===== src/rtl/wakeup_select_rr_if.sv =====
// wakeup_select_rr_if: request/flush/handshake and registered grant bundle
// between the issue-queue wakeup logic and the issue stage.
interface wakeup_select_rr_if #(
  parameter int ENTRIES = 16,
  parameter int IDX_W   = 4
);
  logic [ENTRIES-1:0] request_IN;
  logic               flush_IN;
  logic               issue_ready_IN;
  logic               Issue_OUT;
  logic [IDX_W-1:0]   grant_index_OUT;
  logic [ENTRIES-1:0] grant_onehot_OUT;
  logic [IDX_W-1:0]   rr_ptr_OUT;
  modport master (
    output request_IN, flush_IN, issue_ready_IN,
    input  Issue_OUT, grant_index_OUT, grant_onehot_OUT, rr_ptr_OUT
  );
  modport slave (
    input  request_IN, flush_IN, issue_ready_IN,
    output Issue_OUT, grant_index_OUT, grant_onehot_OUT, rr_ptr_OUT
  );
endinterface


===== src/rtl/wakeup_select_rr.sv =====
// wakeup_select_rr: picks one ready issue-queue entry per cycle (fixed or
// round-robin priority) into a registered grant held under valid/ready.
module wakeup_select_rr #(
  parameter int ENTRIES = 16,
  parameter int IDX_W   = 4,
  parameter bit RR_MODE = 1'b1
) (
  input logic             CLOCK,
  input logic             RESET,
  wakeup_select_rr_if.slave bus
);
  logic               issue_q, issue_d;
  logic [IDX_W-1:0]   idx_q, idx_d;
  logic [ENTRIES-1:0] onehot_q, onehot_d;
  logic [IDX_W-1:0]   ptr_q, ptr_d;
  logic               xfer, stall, found, load;
  logic [ENTRIES-1:0] cand;
  logic [IDX_W-1:0]   sel, base;
  logic [IDX_W:0]     j;
  assign xfer  = issue_q & bus.issue_ready_IN;
  assign stall = issue_q & ~bus.issue_ready_IN;
  // the entry leaving this cycle may still request; keep it from re-issuing
  assign cand  = bus.request_IN & ~(xfer ? onehot_q : '0);
  assign base  = RR_MODE ? ptr_q : '0;
  always_comb begin
    sel   = '0;
    found = 1'b0;
    j     = '0;
    for (int i = ENTRIES - 1; i >= 0; i--) begin
      j = {1'b0, base} + (IDX_W+1)'(i);
      j = (j >= (IDX_W+1)'(ENTRIES)) ? j - (IDX_W+1)'(ENTRIES) : j;
      if (cand[j[IDX_W-1:0]]) begin
        sel   = j[IDX_W-1:0];
        found = 1'b1;
      end
    end
  end
  assign load     = ~bus.flush_IN & ~stall & found;
  assign issue_d  = bus.flush_IN ? 1'b0 : stall ? issue_q : found;
  assign idx_d    = load ? sel : idx_q;
  assign onehot_d = bus.flush_IN ? '0 : stall ? onehot_q : found ? (ENTRIES'(1) << sel) : '0;
  assign ptr_d    = bus.flush_IN ? '0 :
                    (load && RR_MODE) ? ((sel == IDX_W'(ENTRIES - 1)) ? '0 : sel + IDX_W'(1)) :
                    ptr_q;
  always_ff @(posedge CLOCK or negedge RESET) begin
    if (!RESET) begin
      issue_q  <= 1'b0;
      idx_q    <= '0;
      onehot_q <= '0;
      ptr_q    <= '0;
    end else begin
      issue_q  <= issue_d;
      idx_q    <= idx_d;
      onehot_q <= onehot_d;
      ptr_q    <= ptr_d;
    end
  end
  assign bus.Issue_OUT        = issue_q;
  assign bus.grant_index_OUT  = idx_q;
  assign bus.grant_onehot_OUT = onehot_q;
  assign bus.rr_ptr_OUT       = ptr_q;
endmodule


===== src/flat_wrapper.sv =====
// flat-port wrapper written by rule: the top's interface ports become plain ports
module wakeup_select_rr_flat 
#(
  parameter int ENTRIES = 16,
  parameter int IDX_W   = 4,
  parameter bit RR_MODE = 1'b1
)
  (CLOCK, RESET, bus_request_IN, bus_flush_IN, bus_issue_ready_IN, bus_Issue_OUT, bus_grant_index_OUT, bus_grant_onehot_OUT, bus_rr_ptr_OUT);
  wakeup_select_rr_if #(.ENTRIES(ENTRIES), .IDX_W(IDX_W)) bus_i ();
  input logic CLOCK;
  input logic RESET;
  input wire logic [$bits(bus_i.request_IN)-1:0] bus_request_IN;
  input wire logic [$bits(bus_i.flush_IN)-1:0] bus_flush_IN;
  input wire logic [$bits(bus_i.issue_ready_IN)-1:0] bus_issue_ready_IN;
  output wire logic [$bits(bus_i.Issue_OUT)-1:0] bus_Issue_OUT;
  output wire logic [$bits(bus_i.grant_index_OUT)-1:0] bus_grant_index_OUT;
  output wire logic [$bits(bus_i.grant_onehot_OUT)-1:0] bus_grant_onehot_OUT;
  output wire logic [$bits(bus_i.rr_ptr_OUT)-1:0] bus_rr_ptr_OUT;
  assign bus_i.request_IN = bus_request_IN;
  assign bus_i.flush_IN = bus_flush_IN;
  assign bus_i.issue_ready_IN = bus_issue_ready_IN;
  assign bus_Issue_OUT = bus_i.Issue_OUT;
  assign bus_grant_index_OUT = bus_i.grant_index_OUT;
  assign bus_grant_onehot_OUT = bus_i.grant_onehot_OUT;
  assign bus_rr_ptr_OUT = bus_i.rr_ptr_OUT;
  wakeup_select_rr #(.ENTRIES(ENTRIES), .IDX_W(IDX_W), .RR_MODE(RR_MODE)) u_core (.CLOCK(CLOCK), .RESET(RESET), .bus(bus_i));
endmodule

===== config.mk =====
export PLATFORM = sky130hd
export DESIGN_NAME = wakeup_select_rr_flat
export DESIGN_NICKNAME = d
export VERILOG_FILES = /design/src/rtl/wakeup_select_rr_if.sv /design/src/rtl/wakeup_select_rr.sv /design/src/flat_wrapper.sv
export SDC_FILE = /design/constraint.sdc
export NUM_CORES = 1
export LEC_CHECK = 0
export CORE_ASPECT_RATIO = 0.75
export CORE_UTILIZATION = 50
export DETAILED_ROUTE_END_ITERATION = 8
export PLACE_DENSITY = 0.69
export SLEW_MARGIN = 10
export SYNTH_ARGS = -nofsm -noshare
export SYNTH_HDL_FRONTEND = slang
export SYNTH_SLANG_ARGS = --single-unit

===== constraint.sdc =====
create_clock -name CLOCK -period 6.15 [get_ports CLOCK]
set_clock_uncertainty 0.1 [all_clocks]
set_input_delay 1.5375 -clock CLOCK [delete_from_list [all_inputs] [get_ports CLOCK]]
set_output_delay 1.5375 -clock CLOCK [all_outputs]
set_load 0.1 [all_outputs]

==> impl_metrics.tcl, run 1 <==
set metrics [dict create \
    status "completed" \
    worst_pin_slew_ns 1.21 \
    tns_ns 0 \
    drv_cap 0 \
    cts_max_level 1 \
    syn_inst 503 \
    initial_core_util 0.520 \
    drive_above_1_share 0.123 \
    ys_ff_latch 25 \
    synth_area_um2 4120 \
    yosysSeqAreaShare 0.152 \
    ys_warn_count 0 \
    core_area_um2 7920 \
    viasPerCell 7.06 \
    grt_use_total 0.343 \
    cp_data_arrival_time_ns 5.88 \
    vias 4469 \
    period_share 0.944 \
    avgSynthCellArea_um2 8.18 \
    area_delta_synth_final_pct 12.6 \
    ys_types 73 \
    synth_top_cell_by_area "dfrtp_1" \
    clock_sinks 25 \
    critPathKind "in2reg" \
    drtIter0Drc 692 \
    synth_edf_count 0 \
    ys_async_sr_fraction 1.00 \
    rows 28 \
    synth_top_area_frac 0.152 \
    grt_start_max_net_pins 51 \
    syn_nets 530 \
    grt_pass1_vias 3951 \
    ys.flop_type "dfrtp_1" \
    firstDrtPassIters 5 \
    cts_setup_buffers 0 \
    ys_top_cells_by_area "dfrtp_1, a32o_1, mux4_2" \
    clkSlewWorstSetupHoldPaths_ns 0.10 \
    setup_viol 0 \
    min_period_ns 5.81 \
    hold_viol_final 0 \
    postLayoutCellArea_um2 4630 \
    numCtsBuffers 3 \
    slew-limit-headroom 0.192 \
    critical_path_required_ns 6.23 \
    clk_path_buf_depth 2 \
    diodes 0 \
    fmaxAchievable_ghz 0.172 \
    antenna_found_initial 0 \
    cts_resized 0 \
    end_kind "flop" \
    nNetsFinal 556 \
    hold_path_class "reg2reg" \
    setup_slack_ns 0.343 \
    drt-wirelength-per-cell_um 23.0 \
    io_buffers 44 \
    rsz0062_at_grt "no" \
    die_w_um 107 \
    worstSetupStartpointType "input port" \
    worstSkewPairLatency_ns 0.28 \
    dieArea_um2 8600 \
    io_pins 45 \
    grt_first_pass_wirelength_um 22400 \
    gp_congestion 1.04 \
    pre_cts_ws_ns 0.138 \
    clock-root-buffer "clkbuf_8" \
    ant_nets 0 \
    routed_wl_um 14500 \
    drv_slew 0 \
    cts_tree "done" \
    dpl_cell_area_um2 4590 \
    ctsHoldBuffers 0 \
    die_h_um 80.6 \
    drcViolationCount 0 \
    grt_remaining_overflow 0 \
    final_util 0.585 \
    critPathMaxFanout 13 \
    dp_hpwl_um 11000 \
]
==> cell usage after synthesis (all sizes together) (5+ instances only) <==
cell type and number:
nand2 39, o22ai 15, mux4 12, a32o 34, a21o 5, nor3 17
mux2i 18, xnor2 9, nand3 29, or3 7, inv 11, o21ai 14
a22o 14, a221oi 5, clkbuf 11, mux2 12, nor2 36, a21oi 21
a32oi 9, ha 7, nor2b 42, buf 25, dfrtp 25, xor2 7
o2111ai 7, and2 13
==> per-layer routing <==
metal / vias to the layer above / global-route usage / wire length [um]
met5: - / 0 / 0
met4: 0 / 0.0658 / 208
met3: 17 / 0.0706 / 1690
met2: 269 / 0.492 / 5990
met1: 2150 / 0.521 / 6650
li1: 2033 / - / -
==> cells in the final DEF, fill, tap and decap left out, drive strengths merged, types with 9 or more instances in the layout <==
cell and instances:
dfrtp 25, nand2 39, xnor2 9, nor2b 42, a32oi 9, mux2i 18
mux2 12, o21ai 14, nand3 29, o22ai 15, inv 12, nor3 17
nor2 36, mux4 12, a22o 14, clkdlybuf4s50 43, buf 14, a32o 34
and2 13, a21oi 21
==> state kept, by name (all words and copies together), names as in the netlist <==
signal	count
u_core.bus.rr_ptr_OUT	4
u_core.bus.grant_index_OUT	4
u_core.bus.grant_onehot_OUT	16
u_core.bus.Issue_OUT	1
==> metrics by stage <==
stage                     hold slack, ns  cells
after global routing               0.453    633
after global placement             0.402    629
after CTS                          0.424    633
final                              0.413    633
after detailed placement           0.402    629
after floorplan                    0.877    503
==> final cells by class <==
type                            instances  area [um2]
Timing Repair Buffer                   57         533
Inverter                               11        41.3
Clock buffer                            3        41.3
Fill cell                             759        3280
Tap cell                              105         131
Clock inverter                          1        8.76
Sequential cell                        25         626
Multi-Input combinational cell        431        3250
==> worst paths after layout <==
| kind | startpoint | end | slack (ns) | depth (start not counted) |
|---|---|---|---|---|
| max | bus_issue_ready_IN | u_core.bus.rr_ptr_OUT[3] | 0.34 | 12 |
| min | u_core.bus.grant_index_OUT[2] | u_core.bus.grant_index_OUT[2] | 0.41 | 2 |
| max reg2reg | u_core.bus.rr_ptr_OUT[1] | u_core.bus.grant_onehot_OUT[12] | 1.12 | 13 |
| min reg2reg | u_core.bus.grant_index_OUT[2] | u_core.bus.grant_index_OUT[2] | 0.41 | 2 |
| max in group asynchronous | RESET | u_core.bus.grant_onehot_OUT[0] | 4.45 | 1 |
| min in group asynchronous | RESET | u_core.bus.grant_index_OUT[1] | 1.13 | 1 |
==> kinds of logic (layout without fill, tap and decap cells) <==
family                     count (synthesis)  after routing  share of synthesized area
xor gates and xnor gates                  16             16                     0.0341
muxes                                     42             42                      0.143
DFF                                       25             25                      0.152
adders and majority gates                  7              7                     0.0213
and+or+nand+nor                          197            197                      0.258
AOI/OAI and AO/OA                        169            169                      0.334
buffers and inverters                     47             72                     0.0578
==> critical path, stage by stage <==
cell,delay [ns]
clkdlybuf4s50_1,0.79
nand3_1,0.37
a32o_1,0.41
mux2_2,0.28
mux4_2,0.55
nor3_2,0.34
nand3_1,0.20
o41ai_2,0.43
a21oi_1,0.27
nand2_1,0.25
nor2b_1,0.10
a221o_1,0.35
Power of run 1 is left out: the tool's default activity adds up to more than one toggle a clock period on the data nets, which glitch-free logic cannot reach.
==> run 2, diff against run 1 <==
--- a/config.mk
+++ b/config.mk
@@ -5,6 +5,7 @@
 export SDC_FILE = /design/constraint.sdc
 export NUM_CORES = 1
 export LEC_CHECK = 0
+export CAP_MARGIN = 20
 export CORE_ASPECT_RATIO = 0.75
 export CORE_UTILIZATION = 50
 export DETAILED_ROUTE_END_ITERATION = 8
==> run 2 against run 1 <==
  * Register-to-register slack better by 0.27 ns
  * Final area increased by 0.59%
  * Critical path depth is the same
  * Sequential cell count unchanged
  * Worst setup slack better by 0.018 ns
==> impl_metrics.tcl, run 2 (synthesized netlist as in run 1, its figures left out) <==
set metrics [dict create \
    grt_use_total 0.343 \
    setup_viol 0 \
    hold_viol_final 0 \
    critical_path_required_ns 6.22 \
    nFillCells 758 \
    clk_path_buf_depth 2 \
    layout_common_cells "clkdlybuf4s50_1, nor2b_1, nand2_1" \
    largest_reg_flops 16 \
    io_buffers 44 \
    mostFrequentLayoutCell "clkdlybuf4s50_1" \
    grt_pass1_vias 3951 \
    firstDrtPassIters 5 \
    clkSlewWorstSetupHoldPaths_ns 0.10 \
    io_pins 45 \
    antenna_found_initial 0 \
    grt_first_pass_wirelength_um 22400 \
    dieArea_um2 8600 \
    clock_sinks 25 \
    regArea_um2 626 \
    end_kind "flop" \
    worstSkewPairLatency_ns 0.28 \
    rsz0062_at_grt "no" \
    holdCritStartpoint "u_core.bus.grant_index_OUT[2]" \
    startpoint "bus_issue_ready_IN" \
    viasPerCell 7.11 \
    die_w_um 107 \
    tns_ns 0 \
    fmaxAchievable_ghz 0.173 \
    area_delta_synth_final_pct 13.3 \
    vias 4509 \
    dp_hpwl_um 11000 \
    r2r_start "u_core.bus.Issue_OUT" \
    nNetsFinal 557 \
    min_period_ns 5.79 \
    die_h_um 80.6 \
    worstSetupStartpointType "input port" \
    numCtsBuffers 3 \
    cts_tree "done" \
    critPathKind "in2reg" \
    hold_path_class "reg2reg" \
    grt_start_max_net_pins 51 \
    cp_data_arrival_time_ns 5.86 \
    drt-wirelength-per-cell_um 23.1 \
    drv_slew 0 \
    period_share 0.941 \
    cts_setup_buffers 0 \
    grt_remaining_overflow 0 \
    drtIter0Drc 640 \
    drive_above_1_share 0.125 \
    worst_pin_slew_ns 0.994 \
    ctsHoldBuffers 0 \
    diodes 0 \
    drcViolationCount 0 \
    slew-limit-headroom 0.335 \
    status "completed" \
    rows 28 \
    clock-root-buffer "clkbuf_8" \
    core_area_um2 7920 \
    gp_congestion 1.04 \
    ant_nets 0 \
    cts_resized 0 \
    drv_cap 0 \
    initial_core_util 0.520 \
    multiInputGateArea_um2 3250 \
    cts_max_level 1 \
    critPathMaxFanout 13 \
    routed_wl_um 14600 \
]
run 2: path summary, 6_finish.rpt:
check	cells after the start	slack, ns	endpoint
max	12	0.36	u_core.bus.rr_ptr_OUT[3]
min	2	0.41	u_core.bus.grant_index_OUT[2]
max reg2reg	11	1.39	u_core.bus.rr_ptr_OUT[3]
min reg2reg	2	0.41	u_core.bus.grant_index_OUT[2]
max in group asynchronous	1	4.44	u_core.bus.grant_onehot_OUT[10]
min in group asynchronous	1	1.13	u_core.bus.grant_index_OUT[1]
run 2: cell type report:
type / count / area share
clock buffer: 3 / 0.00886
clock inverter: 1 / 0.00188
inverter: 11 / 0.00886
multi-input combinational: 431 / 0.698
sequential: 25 / 0.134
tap: 105 / 0.0282
timing repair buffer: 58 / 0.120
run 2: routing by layer:
metal	part of all wire	up-vias	GRT usage	wire length, um
met5	0	-	0	0
met4	0.018	0	0.0658	269
met2	0.41	287	0.492	5990
met3	0.11	32	0.0706	1620
met1	0.46	2153	0.521	6760
li1	-	2037	-	-
run 2: critical path, stage by stage:
cell	delay (ns)
clkdlybuf4s50_1	0.78
nand3_1	0.37
a32o_1	0.41
mux2_2	0.28
mux4_2	0.55
nor3_2	0.33
nand3_1	0.20
o41ai_2	0.43
a21oi_1	0.27
nand2_1	0.25
nor2b_1	0.10
a221o_1	0.35
run 2: per-stage QoR:
stage               cell area, um2   util  setup slack [ns]  cells  hold slack (ns)
floorplan                     4120      -              1.19    503            0.877
global placement              4590  0.579             0.189    629            0.402
detailed placement            4590  0.579             0.138    629            0.402
CTS                           4640  0.586             0.426    633            0.424
global route                  4660  0.589            0.0864    634            0.453
finish                        4660  0.589             0.362    634            0.412
Power of run 2 is left out for the same reason.
